$ cat config.mk
export PLATFORM = sky130hd
export DESIGN_NAME = ram_access_arbiter
export DESIGN_NICKNAME = d
export VERILOG_FILES = /design/src/rtl/img_ram_pkg.sv /design/src/rtl/ram_access_arbiter.sv
export SDC_FILE = /design/constraint.sdc
export NUM_CORES = 1
export LEC_CHECK = 0
export ABC_CLOCK_PERIOD_IN_PS = 2150
export CAP_MARGIN = 20
export CELL_PAD_IN_SITES_DETAIL_PLACEMENT = 1
export CELL_PAD_IN_SITES_GLOBAL_PLACEMENT = 1
export CORE_ASPECT_RATIO = 1.75
export CORE_UTILIZATION = 18
export DETAILED_ROUTE_END_ITERATION = 6
export GPL_TIMING_DRIVEN = 0
export MAX_ROUTING_LAYER = met4
export PLACE_DENSITY = 0.86
export SYNTH_ARGS = -nofsm -noshare
export SYNTH_HDL_FRONTEND = slang
export SYNTH_SLANG_ARGS = --single-unit
export TNS_END_PERCENT = 20
$ cat constraint.sdc
create_clock -name clk -period 2.15 [get_ports clk]
set_input_delay 0.43 -clock clk [delete_from_list [all_inputs] [get_ports clk]]
set_output_delay 0.43 -clock clk [all_outputs]
set_load 0.1 [all_outputs]
$ cat src/rtl/img_ram_pkg.sv
// Shared types for the image RAM access path.
// Default widths, arbiter state and owner tags.
package img_ram_pkg;

  localparam int DEF_ADDR_W = 8;
  localparam int DEF_DATA_W = 16;

  typedef enum logic [1:0] {
    ST_IDLE,
    ST_HOST,
    ST_PROC
  } arb_state_t;

  typedef enum logic {
    OWN_HOST,
    OWN_PROC
  } owner_t;

endpackage

$ cat src/rtl/ram_access_arbiter.sv
// Round-robin arbiter for the single-port image RAM.
// Host loader vs processor, burst-limited tenures, tagged read returns.
module ram_access_arbiter
  import img_ram_pkg::*;
#(
  parameter int ADDR_W    = DEF_ADDR_W,
  parameter int DATA_W    = DEF_DATA_W,
  parameter int MAX_BURST = 16
) (
  input  logic              clk,
  input  logic              rst_n,
  input  logic              pro_select,
  input  logic              host_req,
  input  logic              host_we,
  input  logic [ADDR_W-1:0] host_addr,
  input  logic [DATA_W-1:0] host_wdata,
  output logic              host_gnt,
  output logic              host_rvalid,
  output logic [DATA_W-1:0] host_rdata,
  input  logic              proc_req,
  input  logic              proc_we,
  input  logic [ADDR_W-1:0] proc_addr,
  input  logic [DATA_W-1:0] proc_wdata,
  output logic              proc_gnt,
  output logic              proc_rvalid,
  output logic [DATA_W-1:0] proc_rdata,
  output logic              ram_en,
  output logic              ram_we,
  output logic [ADDR_W-1:0] ram_addr,
  output logic [DATA_W-1:0] ram_wdata,
  input  logic [DATA_W-1:0] ram_rdata
);

  localparam int CW = (MAX_BURST > 1) ? $clog2(MAX_BURST) : 1;
  localparam logic [CW-1:0] CNT_LAST = CW'(MAX_BURST - 1);

  arb_state_t        state;
  owner_t            last_owner;
  owner_t            rd_tag;
  logic              rd_pend;
  logic [CW-1:0]     burst_cnt;

  logic              proc_req_m;
  logic              own_host;
  logic              own_proc;
  logic              own_req;
  logic              own_we;
  logic [ADDR_W-1:0] own_addr;
  logic [DATA_W-1:0] own_wdata;
  logic              other_req;
  logic              accept;
  logic              burst_last;
  arb_state_t        other_st;
  owner_t            cur_owner;

  assign proc_req_m = proc_req & pro_select;
  assign own_host   = (state == ST_HOST);
  assign own_proc   = (state == ST_PROC);

  always_comb begin
    own_req   = 1'b0;
    own_we    = 1'b0;
    own_addr  = '0;
    own_wdata = '0;
    other_req = 1'b0;
    unique case (1'b1)
      own_host: begin
        own_req   = host_req;
        own_we    = host_we;
        own_addr  = host_addr;
        own_wdata = host_wdata;
        other_req = proc_req_m;
      end
      own_proc: begin
        own_req   = proc_req_m;
        own_we    = proc_we;
        own_addr  = proc_addr;
        own_wdata = proc_wdata;
        other_req = host_req;
      end
      default: ;
    endcase
  end

  // Grants never depend on ram_rdata; reset blanks them at once.
  assign host_gnt   = rst_n & own_host & host_req;
  assign proc_gnt   = rst_n & own_proc & proc_req_m;
  assign accept     = host_gnt | proc_gnt;
  assign burst_last = (burst_cnt == CNT_LAST);
  assign other_st   = own_host ? ST_PROC : ST_HOST;
  assign cur_owner  = own_host ? OWN_HOST : OWN_PROC;

  assign ram_en    = accept;
  assign ram_we    = accept & own_we;
  assign ram_addr  = own_addr;
  assign ram_wdata = own_wdata;

  assign host_rdata  = ram_rdata;
  assign proc_rdata  = ram_rdata;
  assign host_rvalid = rst_n & rd_pend & (rd_tag == OWN_HOST);
  assign proc_rvalid = rst_n & rd_pend & (rd_tag == OWN_PROC);

  always_ff @(posedge clk) begin
    if (!rst_n) begin
      state      <= ST_IDLE;
      burst_cnt  <= '0;
      last_owner <= OWN_PROC;
      rd_pend    <= 1'b0;
      rd_tag     <= OWN_HOST;
    end else begin
      rd_pend <= accept & ~own_we;
      if (accept) rd_tag <= cur_owner;
      unique case (state)
        ST_IDLE: begin
          burst_cnt <= '0;
          if (host_req &&
              (!proc_req_m || last_owner == OWN_PROC))
            state <= ST_HOST;
          else if (proc_req_m)
            state <= ST_PROC;
        end
        ST_HOST, ST_PROC: begin
          if ((accept && burst_last && other_req) ||
              (!own_req && other_req)) begin
            state      <= other_st;
            burst_cnt  <= '0;
            last_owner <= cur_owner;
          end else if (!own_req) begin
            state      <= ST_IDLE;
            burst_cnt  <= '0;
            last_owner <= cur_owner;
          end else if (accept && !burst_last) begin
            // Saturates so a late requester still preempts.
            burst_cnt <= burst_cnt + CW'(1);
          end
        end
        default: begin
          state     <= ST_IDLE;
          burst_cnt <= '0;
        end
      endcase
    end
  end

endmodule

## Yosys cells after proc, flatten, opt, wreduce, memory -nomap -nowiden

Cells that the tools add are included.

- Register bits: 9
- Latch bits: 0
- RAM bits: 0
- ROM bits: 0
- Input bits: 71
- Output and inout port bits: 62
- Word-level logic and storage cells: 57
- Memories: 0

- Add/sub/neg operators: 1
- $mul: 0
- Div/mod/pow operators: 0
- Order comparisons: 0
- Equal/unequal tests: 6
- Shift operators: 0
- Muxes and demuxes: 14
- Bitwise gates (word level): 16
- Reductions and logical operators: 15

Operator list:

| cell | count |
|---|---|
| case mux 16 bit (2 select lines) | 1 |
| case mux 8 bit (2 select lines) | 1 |
| AND 1 bit | 10 |
| two-way mux 2 bit | 5 |
| != test 3 bit, second input constant | 2 |
| case mux 1 bit (2 select lines) | 3 |
| logical AND 1 bit | 5 |
| NOT 1 bit | 5 |
| adder 4 x 1 -> 4 bit, second input constant | 1 |
| equality test 4 bit, second input constant | 1 |
| case mux 2 bit (2 select lines) | 1 |
| AND reduction 2 bit | 2 |
| OR reduction 4 bit | 1 |
| logical NOT 1 bit | 3 |
| two-way mux 1 bit | 3 |
| equality test 2 x 1 -> 1 bit, second input constant | 1 |
| equality test 2 bit, second input constant | 1 |
| logical NOT 2 bit | 1 |
| logical OR 1 bit | 2 |
| != test 2 x 1 -> 1 bit, second input constant | 1 |
| OR reduction 2 bit | 1 |
| bitwise OR 1 bit | 1 |

## Longest topological paths before layout

Gate-level depths: netlist (run 1).

- Depth after elaboration: 9
- Gate-level depth with buffers: 8
- Depth with buffers taken out: 7

## Worst setup path before layout (run 1)

No wires, ideal clock.

- Kind: register to output
- Start point: register state[0]
- End point: output port ram_addr[0]
- Data arrival time: 2609 ps
- Required time: 1720 ps
- Slack: -889 ps
- Cell stages (with the launch flop): 6
- Buffers on the path: 2
- Path through: dfxtp_1 > inv_1 > ha_1 > clkbuf_1 > clkbuf_1 > nor2b_1

- Cells in the longest elaborated chain, start to end: 2
- Elaborated cells on any way between the ends: 3
- Classes of those cells: eq/ne: 2; mux: 1

RTL lines:

| item | line | text |
|---|---|---|
| from (decl) | ram_access_arbiter.sv:37 | `arb_state_t state;` |
| from (signal assigned) | ram_access_arbiter.sv:125 | `state <= other_st;` |
| equality test 2 bit / equality test 2 x 1 -> 1 bit (equally long branches) | ram_access_arbiter.sv:58, ram_access_arbiter.sv:57 |  |
| case mux 8 bit (2 select lines) * | ram_access_arbiter.sv:66 | `unique case (1'b1)` |
| to (decl) | ram_access_arbiter.sv:29 | `output logic [ADDR_W-1:0] ram_addr,` |

Every way passes the cells marked *; elsewhere a longest branch is shown, timed or not.

## Final worst setup path (run 1)

- Start point: register state[1]
- End point: output port ram_we

- Cells in the longest elaborated chain, start to end: 5
- Elaborated cells on any way between the ends: 9
- Classes of those cells: eq/ne: 2; mux: 1; bitwise: 6

RTL lines:

| item | line | text |
|---|---|---|
| equality test 2 x 1 -> 1 bit / equality test 2 bit (equally long branches) | ram_access_arbiter.sv:57, ram_access_arbiter.sv:58 |  |
| AND 1 bit (on tied branches) (2 in series) | ram_access_arbiter.sv:86, ram_access_arbiter.sv:87 |  |
| bitwise OR 1 bit | ram_access_arbiter.sv:88 | `assign accept = host_gnt \| proc_gnt;` |
| AND 1 bit * | ram_access_arbiter.sv:94 | `assign ram_we = accept & own_we;` |
| to (decl) | ram_access_arbiter.sv:28 | `output logic ram_we,` |

Marks and branches as above.

==> results of run 1 <==
sequential cells by signal, summed over array words and instances, names as in the netlist:
signal / count
rd_pend: 1
burst_cnt: 4
state: 2
rd_tag: 1
last_owner: 1
kinds of logic after synthesis:
group	count (synthesis)	share of synthesized area [%]
XOR/XNOR	2	1.36
AO/OA/AOI/OAI	46	27.1
multiplexers	2	1.95
buffers and inverters	47	24.4
adder cells (fa/ha/maj)	5	4.87
flip-flops	9	14.0
AND/OR/NAND/NOR	58	26.3
how the worst min path moves through the flow:
| stage | slack, ps | endpoint | start | depth (start not counted) |
|---|---|---|---|---|
| 2_1_floorplan | 480 | burst_cnt[2] | burst_cnt[2] | 1 |
| 3_3_place_gp | 500 | burst_cnt[1] | burst_cnt[1] | 2 |
| 3_5_place_dp | 530 | burst_cnt[2] | burst_cnt[2] | 1 |
| 4_1_cts | 530 | burst_cnt[2] | burst_cnt[2] | 1 |
| 5_1_grt | 570 | burst_cnt[0] | burst_cnt[0] | 2 |
| 6_report | 540 | burst_cnt[2] | burst_cnt[2] | 1 |
routing by layer:
metal / wire, um / share of wire [%] / up-vias / track usage, %
li1: - / - / 831 / -
met1: 2180 / 32 / 850 / 13.9
met2: 3930 / 58 / 102 / 35.1
met3: 513 / 7.6 / 11 / 3.70
met4: 120 / 1.8 / 0 / 5.07
met5: 0 / 0 / - / -
cell type report:
class,instances,area [um^2]
buffer,44,357
fill,788,3770
tap,84,105
inverter,3,16.3
timing repair buffer,123,1390
multi-input combinational,113,1000
sequential,9,185
clock buffer,4,78.8
through the flow:
step | total power [mW] | hold slack (ps) | util, % | worst slack [ps] | area [um^2]
after floorplan | 1.00 | 475 | - | -225 | 1400
after global placement | 1.28 | 500 | 38.6 | -1100 | 2670
after detailed placement | 1.30 | 527 | 38.6 | -1120 | 2670
after CTS | 1.76 | 534 | 43.7 | -34.1 | 3020
after global routing | 1.87 | 568 | 45.3 | -69.6 | 3130
final | 1.82 | 536 | 45.3 | -22.7 | 3130
repair_timing:
item | in CTS | in global routing
endpoints found under the setup margin | 30 | 22
pin swaps | 2 | 1
gates resized for setup | 264 | 25
setup buffers | 4 | 3
gates cloned | 0 | 0
layout by cell type (no fill, tap or decap), types with 2 or more instances in the layout:
| cell | synthesis | routed |
|---|---|---|
| xor2_1 | 2 | 2 |
| dlygate4sd2_1 | 0 | 2 |
| nor2_1 | 6 | 5 |
| nand2b_1 | 4 | 4 |
| a22oi_1 | 24 | 11 |
| clkbuf_16 | 0 | 3 |
| ha_4 | 0 | 2 |
| a21oi_1 | 4 | 4 |
| buf_2 | 4 | 3 |
| buf_8 | 0 | 5 |
| nand4_1 | 4 | 4 |
| clkdlybuf4s50_1 | 0 | 84 |
| buf_4 | 33 | 42 |
| ha_1 | 5 | 2 |
| nand4b_1 | 2 | 2 |
| and3_1 | 5 | 4 |
| o211a_1 | 3 | 3 |
| buf_12 | 0 | 16 |
| a22oi_2 | 0 | 13 |
| nand3_1 | 3 | 3 |
| nand2_1 | 5 | 5 |
| inv_2 | 0 | 2 |
| o211ai_1 | 6 | 6 |
| and2_1 | 2 | 2 |
| nor2b_2 | 0 | 14 |
| dfxtp_1 | 9 | 7 |
| o21ai_0 | 3 | 3 |
| buf_6 | 1 | 12 |
| nor2b_4 | 0 | 10 |
power groups by stage:
stage / Combinational [mW] / Sequential [mW] / Clock (mW)
2_1_floorplan: 0.819 / 0.184 / 0
4_1_cts: 1.24 / 0.187 / 0.338
6_report: 1.30 / 0.186 / 0.339
5_1_grt: 1.34 / 0.187 / 0.347
3_5_place_dp: 1.12 / 0.187 / 0
3_3_place_gp: 1.10 / 0.186 / 0
==> qor.csv, run 1 <==
stage,metric,value,unit
critical_path,cp_top_family,buffers and inverters,
yosys,synth.area.top_cells,"buf_4 19%, dfxtp_1 14%, a22oi_1 14%",
clock_tree,clock_latency,240,ps
critical_path,rr_worst_depth,8,
sta,setup_slack,-22.7,ps
sta,period_share,101,%
grt,antenna_found_initial,0,
critical_path,critPathKind,flip-flop to output port,
sta,fmax,0.460,GHz
die,die_area,7490,um^2
placed_design,port_buffers,116,
final_layout,layout.cells.non_filler,380,
sta,rsz0062_at_grt,yes,
sta,final_hold_viol_count,0,
critical_path,rr_startpoint,state[1],
die,start_util,18.6,%
final_layout,nNetsFinal,373,
clock_tree,cts-root-buf,clkbuf_16,
critical_path,r2r-end,last_owner,
detailed_routing,dr.pass1.iters,4,
grt,grt_max_degree,11,
detailed_routing,vias_per_cell,4.72,
status,status,"finished, violations left",
clock_tree,numCtsBuffers,3,
grt,grt_pass1_wl,9450,um
sta,min_period,2170,ps
yosys,ys_warn_count,0,
yosys,syn_area_per_cell,7.60,um^2
critical_path,critPathCapture,ram_we,
die,num_rows,40,
yosys,synth-edff-count,0,
status,violations,setup timing,
critical_path,worst-endpoint-required,1720,ps
detailed_routing,drtIter0Drc,57,
die,die_x,65.9,um
power,p_leak,1.23,nW
clock_tree,cts_tree,yes,
yosys,syn_area,1280,um^2
detailed_routing,routed_wirelength,6750,um
sta,relSlewSlack,34.1,%
critical_path,crit_slowest_cell,dfxtp_4,
clock_tree,clock_sinks,9,
critical_path,arrival,1740,ps
yosys,synth.most_common_cell,buf_4,
critical_path,cp.depth,7,
placed_design,dp_hpwl,4620,um
yosys,syn-num-nets,245,
detailed_routing,num_vias,1794,
clock_tree,cts_buffer_depth,2,
grt,grtUsageTotal,17.0,%
clock_tree,path_clk_slew,40,ps
sta,slew_viol_final,0,
die,die_y,114,um
power,peakVddDrop,0.365,mV
die,core,6910,um^2
clock_tree,ctsHtreeMaxLevel,1,
sta,setup_viol,1,
die,ios,133,
final_layout,syn2layout_area_growth,144,%
power,powerDensity,581,nW/um^2
run,maxCapViolCount,0,
detailed_routing,drc,0,
power,switchingPower,0.885,mW
placed_design,place_inst,369,
critical_path,cp_max_fo,10,
critical_path,reg2reg_slack,390,ps
yosys,ys_ff_latch,9,
grt,grt_overflow,0,
yosys,synth_area_leader_cell,buf_4,
grt,grt_pass1_vias,1963,
critical_path,worstPathCellList,inv_2 > ha_2 > buf_6 > buf_4 > a22o_1 > and3_4 > buf_12,
critical_path,slowest_delay,350,ps
sta,fin_skew,1.75,ps
sta,finalSetupTns,-22.7,ps
final_layout,insertedDiodeCount,0,
detailed_routing,wl_per_cell,17.8,um
critical_path,cp-startpoint,state[1],
critical_path,critPathCaptureType,output port,
yosys,ys_seq_area_share,14.0,%
yosys,synth_common_cells,"33 x buf_4, 24 x a22oi_1, 24 x nor2b_1",
yosys,postSynthCellCount,169,
placed_design,place_congestion,0.906,
clock_tree,cts_hold_buf,0,
critical_path,worst_setup_path_start_kind,flip-flop,
final_layout,drive_above_1_share,45.9,%
power,comb_power_share,71.1,%
power,p_clk_share,18.6,%
yosys,ys.flop_type,dfxtp_1,
yosys,ys_async_sr_fraction,0,%
yosys,synth_cell_types,34,
power,internal-power,0.935,mW
detailed_routing,ant_nets,0,
power,pwr-share-seq,10.2,%
sta,worst_pin_slew,985,ps
critical_path,cp.buffers_inverters,4,
yosys,synth_top_area_share,19.3,%
power,switching_share,48.6,%
min_path,min_path_type,flip-flop to flip-flop,
(Power assumes the default switching activity.)
==> run 2: changes to the inputs <==
--- a/config.mk
+++ b/config.mk
@@ -10,6 +10,7 @@
 export CELL_PAD_IN_SITES_DETAIL_PLACEMENT = 1
 export CELL_PAD_IN_SITES_GLOBAL_PLACEMENT = 1
 export CORE_ASPECT_RATIO = 1.75
+export CORE_MARGIN = 2
 export CORE_UTILIZATION = 18
 export DETAILED_ROUTE_END_ITERATION = 6
 export GPL_TIMING_DRIVEN = 0
==> run 2 against run 1 <==
Net effect: the run still ends with setup timing left; global-route usage up 1.3 points; wire length up 10%; combinational power about the same; clock power down 3%; sequential power about the same; non-clock buffer count down 1; maximum frequency up 0.79%; critical path type unchanged; critical endpoint unchanged; largest cell class unchanged.
==> qor.csv, run 2 (synthesis gave the netlist of run 1 again) <==
stage,metric,value,unit,change
grt,met2_usage,36.7,%,+1.6 points
detailed_routing,drc,0,,unchanged
detailed_routing,dr.pass1.iters,4,,unchanged
final_layout,layout_commonest_cell,clkdlybuf4s50_1,,
critical_path,reg2reg_slack,400,ps,about the same
critical_path,arrival,1730,ps,about the same
placed_design,port_buffers,116,,unchanged
die,die_area,7860,um^2,+4.8%
final_layout,drive_above_1_share,45.4,%,-0.52 points
critical_path,worstPathCellList,inv_2 > ha_1 > buf_6 > a32o_2 > nand2_2 > clkinv_4 > and3_4 > buf_12,,
final_layout,most-common-layout-cells,"83 x clkdlybuf4s50_1, 40 x buf_4, 19 x buf_12",,
clock_tree,cts_hold_buf,0,,unchanged
power,p_leak,1.25,nW,+1.7%
detailed_routing,routed_wirelength,7430,um,+10%
power,peakVddDrop,0.267,mV,-27%
sta,rsz0062_at_grt,yes,,
final_layout,largest_reg_flops,4,,unchanged
die,ios,133,,unchanged
clock_tree,clock_sinks,9,,unchanged
final_layout,fin_area,3170,um^2,+1.2%
detailed_routing,ant_nets,0,,unchanged
grt,antenna_found_initial,1,,+1
grt,grt_max_degree,11,,unchanged
clock_tree,cts_tree,yes,,
detailed_routing,drtIter0Drc,63,,+11%
power,pwr-share-seq,10.1,%,about the same
grt,met1_usage,14.0,%,+0.095 points
critical_path,critPathKind,flip-flop to output port,,
detailed_routing,num_vias,1815,,+1.2%
power,powerDensity,582,nW/um^2,about the same
final_layout,nNetsFinal,372,,-0.27%
die,core,6910,um^2,unchanged
final_layout,reg_top3,"burst_cnt x4, state x2",,
final_layout,post-route-util,45.9,%,+0.53 points
critical_path,rr_worst_depth,8,,unchanged
grt,busiest_layer,met2,,
critical_path,cp.depth,8,,+1
die,die_y,116,um,+1.8%
die,die_x,67.9,um,+3.0%
placed_design,dp_hpwl,4790,um,+3.5%
detailed_routing,wl_per_cell,19.5,um,+10%
placed_design,placed_area,2670,um^2,unchanged
critical_path,cp.buffers_inverters,4,,unchanged
clock_tree,ctsHtreeMaxLevel,1,,unchanged
grt,grtUsageTotal,18.3,%,+1.3 points
clock_tree,cts-root-buf,clkbuf_16,,
critical_path,crit_slowest_cell,dfxtp_2,,
power,switching_share,48.3,%,-0.32 points
status,violations,setup timing,,
clock_tree,cts_buffer_depth,2,,unchanged
sta,period_share,100,%,-0.79 points
critical_path,worst-endpoint-required,1720,ps,about the same
status,status,"finished, violations left",,
sta,setup_viol,1,,unchanged
placed_design,place_inst,369,,unchanged
final_layout,fill_cells,778,,-1.3%
sta,fin_skew,1.81,ps,+0.0550 ps
die,start_util,18.6,%,unchanged
final_layout,largest-register,burst_cnt,,
critical_path,cp_max_fo,8,,-2
power,comb_power_share,72.0,%,+0.9 points
grt,met3_usage,4.66,%,+0.96 points
power,switchingPower,0.891,mW,+0.59%
grt,grt_pass1_wl,10300,um,+9.0%
critical_path,r2r-end,last_owner,,
grt,grt_pass1_vias,2050,,+4.4%
final_layout,seq_area,185,um^2,unchanged
sta,worst_pin_slew,996,ps,+11.6 ps
clock_tree,path_clk_slew,40,ps,about the same
sta,fmax,0.464,GHz,+0.79%
placed_design,place_congestion,0.814,,-10%
sta,slew_viol_final,0,,unchanged
final_layout,multi_input_area,1000,um^2,+0.12%
critical_path,cp-startpoint,state[1],,
sta,setup_slack,-5.63,ps,+17.1 ps
final_layout,syn2layout_area_growth,147,%,
sta,final_hold_viol_count,0,,unchanged
run,maxCapViolCount,0,,unchanged
critical_path,rr_startpoint,state[1],,
sta,relSlewSlack,33.4,%,-0.77 points
die,num_rows,40,,unchanged
critical_path,worst_setup_path_start_kind,flip-flop,,
critical_path,critPathCaptureType,output port,,
min_path,min_path_type,flip-flop to flip-flop,,
placed_design,pre_cts_ws,-1120,ps,-4.28 ps
power,internal-power,0.953,mW,+1.9%
clock_tree,numCtsBuffers,3,,unchanged
power,p_clk_share,17.9,%,-0.7 points
final_layout,layout.cells.non_filler,380,,unchanged
sta,min_period,2160,ps,-17.1 ps
clock_tree,clock_latency,240,ps,about the same
sta,hold_slack,526,ps,-9.66 ps
critical_path,slowest_delay,340,ps,about the same
grt,grt_overflow,0,,unchanged
critical_path,cp_top_family,buffers and inverters,,
critical_path,critPathCapture,ram_we,,
detailed_routing,vias_per_cell,4.78,,+1.2%
-- run 2: cell count changes in the layout (fill, tap and decap cells not counted), moves of 2 or more --
cell    before  now
buf_12      16   19
buf_6       12    9
buf_4       42   40
buf_8        5    7
-- run 2: cell type report --
class,count,area share (%)
Buffer,44,11.4
Antenna cell,1,0.0790
Tap cell,84,3.32
Timing Repair Buffer,122,44.7
Clock buffer,4,2.49
Inverter,3,0.513
Multi-Input combinational cell,113,31.6
Sequential cell,9,5.85
-- run 2: through the flow --
step,power (mW),TNS [ps]
global placement,1.28,-26620
finish,1.84,-5.63
CTS,1.78,-88.9
detailed placement,1.30,-28030
global route,1.91,-286
floorplan,1.00,-2350
-- run 2: layer usage --
metal	vias to the layer above	wire length, um
li1	832	-
met1	840	2230
met2	120	4300
met3	23	617
met4	0	281
met5	-	0
-- run 2: worst register-to-register path, stage by stage, from the launching register on --
cell and delay [ps]:
dfxtp_2 340, inv_2 60, ha_1 190, buf_6 140
a32o_2 250, buf_4 160, nand2_1 60, o2111ai_1 140
mux2_4 310
-- run 2: timing repair --
action,in CTS,in global routing
buffers inserted,4,2
endpoints found under the setup margin,30,29
gates resized for setup,282,16
cloned,0,0
pin swaps,2,2
-- run 2: worst min path at each step --
stage                            start            to  cells after the start
after detailed placement  burst_cnt[2]  burst_cnt[2]                      1
final                     burst_cnt[1]  burst_cnt[1]                      2
after global routing      burst_cnt[2]  burst_cnt[2]                      1
after CTS                 burst_cnt[2]  burst_cnt[2]                      1
after floorplan           burst_cnt[2]  burst_cnt[2]                      1
after global placement    burst_cnt[1]  burst_cnt[1]                      2
-- run 2: power by group through the flow --
stage                     Sequential [mW]  Clock (mW)  Combinational [mW]
final                               0.186       0.329                1.33
after floorplan                     0.184           0               0.819
after global placement              0.186           0                1.10
after detailed placement            0.187           0                1.11
after CTS                           0.184       0.336                1.26
after global routing                0.187       0.342                1.38
==> run 3: changes to the inputs <==
--- a/config.mk
+++ b/config.mk
@@ -11,11 +11,12 @@
 export CELL_PAD_IN_SITES_GLOBAL_PLACEMENT = 1
 export CORE_ASPECT_RATIO = 1.75
 export CORE_MARGIN = 2
-export CORE_UTILIZATION = 18
+export CORE_UTILIZATION = 35
 export DETAILED_ROUTE_END_ITERATION = 6
+export DONT_BUFFER_PORTS = 1
 export GPL_TIMING_DRIVEN = 0
 export MAX_ROUTING_LAYER = met4
-export PLACE_DENSITY = 0.86
+export PLACE_DENSITY = 0.77
 export SYNTH_ARGS = -nofsm -noshare
 export SYNTH_HDL_FRONTEND = slang
 export SYNTH_SLANG_ARGS = --single-unit
==> constraint.sdc (replaced) <==
create_clock -name clk -period 2.15 [get_ports clk]
set_input_delay 0.43 -clock clk [delete_from_list [all_inputs] [get_ports clk]]
set_output_delay 0.43 -clock clk [all_outputs]
set_load 0.01 [all_outputs]
==> run 3 against run 2 <==
Net effect: the run now ends clean; global-route usage grew 2.6 points; maximum frequency up 3.0%; wire length shrank 40%; critical path depth is 1 lower; critical endpoint unchanged; count of clock-buffer cells in the layout stayed put; sequential power is essentially flat; clock skew increased by 2.4 ps; final cell count is 42% lower; hold slack worse by 160 ps.
==> qor.csv, run 3 (synthesis gave the netlist of run 1 again) <==
stage,metric,value,unit,change
sta,relSlewSlack,74.4,%,+41 points
grt,grt_max_degree,11,,unchanged
power,internal-power,0.514,mW,-46%
grt,antenna_found_initial,0,,-1
final_layout,nNetsFinal,250,,-33%
critical_path,worst-endpoint-required,1720,ps,about the same
critical_path,critPathCapture,ram_we,,
sta,worst_pin_slew,384,ps,-612 ps
power,p_leak,0.591,nW,-53%
die,num_rows,29,,-28%
sta,period_share,97.4,%,-2.9 points
final_layout,drive_above_1_share,43.9,%,-1.5 points
clock_tree,cts_tree,yes,,
clock_tree,clock_sinks,9,,unchanged
critical_path,critPathKind,flip-flop to output port,,
power,pwr-share-seq,22.5,%,+12 points
die,ios,133,,unchanged
critical_path,worst_setup_path_start_kind,flip-flop,,
clock_tree,path_clk_slew,50,ps,about the same
final_layout,fin_area,1500,um^2,-53%
final_layout,insertedDiodeCount,0,,-1
sta,finalSetupTns,0,ps,+5.63 ps
grt,grt_overflow,0,,unchanged
die,die_x,49.8,um,-27%
placed_design,place_inst,215,,-42%
sta,final_hold_viol_count,0,,unchanged
critical_path,rr_worst_depth,7,,-1
final_layout,reg_top3,"burst_cnt x4, state x2",,
power,power,0.822,mW,-55%
critical_path,cp-startpoint,state[1],,
status,status,"finished, final reports clean",,
grt,grt_pass1_wl,6910,um,-33%
final_layout,most-common-layout-cells,"37 x buf_4, 22 x a22oi_1, 11 x nor2b_2",,
clock_tree,clock_latency,230,ps,about the same
detailed_routing,ant_nets,0,,unchanged
sta,rsz0062_at_grt,yes,,
sta,min_period,2090,ps,-62.2 ps
power,switchingPower,0.309,mW,-65%
detailed_routing,drc,0,,unchanged
sta,fin_skew,4.21,ps,+2.40 ps
placed_design,placed_area,1340,um^2,-50%
final_layout,syn2layout_area_growth,16.8,%,
placed_design,port_buffers,0,,-100%
die,die_y,84.2,um,-27%
critical_path,cp_max_fo,8,,unchanged
clock_tree,numCtsBuffers,3,,unchanged
critical_path,arrival,1660,ps,-70 ps
critical_path,reg2reg_slack,500,ps,+100 ps
die,start_util,36.1,%,+18 points
clock_tree,post_cts_buffers,0,,-4
detailed_routing,wl_per_cell,20.4,um,+4.5%
detailed_routing,vias_per_cell,5.65,,+18%
power,powerDensity,548,nW/um^2,-5.9%
clock_tree,cts-root-buf,clkbuf_8,,
sta,fmax,0.478,GHz,+3.0%
final_layout,fill_cells,459,,-41%
sta,hold_slack,366,ps,-160 ps
critical_path,r2r-end,last_owner,,
detailed_routing,routed_wirelength,4470,um,-40%
final_layout,layout_commonest_cell,buf_4,,
final_layout,largest-register,burst_cnt,,
power,switching_share,37.5,%,-11 points
final_layout,layout.cells.non_filler,219,,-42%
placed_design,place_congestion,0.817,,+0.45%
die,core,3560,um^2,-49%
sta,setup_viol,0,,-1
run,maxCapViolCount,0,,unchanged
min_path,min_path_type,input port to flip-flop,,
clock_tree,ctsHtreeMaxLevel,1,,unchanged
critical_path,critPathCaptureType,output port,,
sta,slew_viol_final,0,,unchanged
detailed_routing,num_vias,1237,,-32%
critical_path,rr_startpoint,state[1],,
power,comb_power_share,54.0,%,-18 points
detailed_routing,drtIter0Drc,14,,-78%
power,peakVddDrop,0.442,mV,+66%
detailed_routing,dr.pass1.iters,4,,unchanged
final_layout,largest_reg_flops,4,,unchanged
power,p_clk_share,23.6,%,+5.7 points
die,die_area,4190,um^2,-47%
grt,grtUsageTotal,20.8,%,+2.6 points
clock_tree,cts_buffer_depth,2,,unchanged
placed_design,dp_hpwl,3840,um,-20%
grt,grt_pass1_vias,1334,,-35%
==> run 3: cell count changes in the layout (fill, tap and decap cells not counted), sizes merged <==
cell	previous run	this run
diode	1	0
buf	77	39
dlymetal6s2s	1	0
clkbuf	7	9
dlygate4sd2	2	0
clkdlybuf4s50	83	0
==> run 3: worst min path at each step <==
stage | startpoint | end | slack, ps | depth (start not counted)
2_1_floorplan | burst_cnt[2] | burst_cnt[2] | 470 | 1
3_5_place_dp | rd_tag | rd_tag | 510 | 1
4_1_cts | rst_n | rd_pend | 370 | 2
6_report | rst_n | rd_pend | 370 | 2
3_3_place_gp | burst_cnt[2] | burst_cnt[2] | 510 | 1
5_1_grt | rst_n | rd_pend | 370 | 2
==> run 3: power groups by stage <==
stage	logic (mW)	registers, mW	clock network, mW
4_1_cts	0.442	0.185	0.200
2_1_floorplan	0.310	0.184	0
3_3_place_gp	0.374	0.186	0
5_1_grt	0.480	0.186	0.208
6_report	0.444	0.185	0.194
3_5_place_dp	0.385	0.187	0
==> run 3: layer usage <==
metal | track usage [%] | vias to the layer above | routed length [um]
li1 | - | 584 | -
met1 | 19.4 | 572 | 1480
met2 | 39.6 | 77 | 2480
met3 | 8.36 | 4 | 492
met4 | 2.53 | 0 | 14
met5 | - | - | 0
==> run 3: metrics by stage <==
stage / worst slack, ps / utilization [%]
after global placement: -123 / 37.8
after CTS: 2.90 / 41.8
after floorplan: 260 / -
after detailed placement: -202 / 37.8
after global routing: -36.5 / 42.2
final: 56.6 / 42.2
==> run 3: repair_timing <==
action	CTS	global route
cloned	0	0
resized for setup	34	9
pin swaps	0	0
hold buffers	0	0
setup endpoints to repair	25	24
==> run 3: final cells by class <==
| class | instances | area, um^2 | share of cell area [%] |
|---|---|---|---|
| inverters | 3 | 12.5 | 0.833 |
| multi-input cells | 113 | 883 | 58.8 |
| flip-flops and latches | 9 | 183 | 12.2 |
| plain buffers | 44 | 320 | 21.3 |
| clock buffers | 4 | 45.0 | 3.00 |
| well taps | 46 | 57.6 | 3.83 |
==> run 3: worst max-delay path: stages, from the launching register on <==
cell and delay, ps:
dfxtp_2 350, inv_1 70, ha_1 190, buf_6 130
a32o_2 260, nand2_2 110, clkinv_2 120, and3_4 200
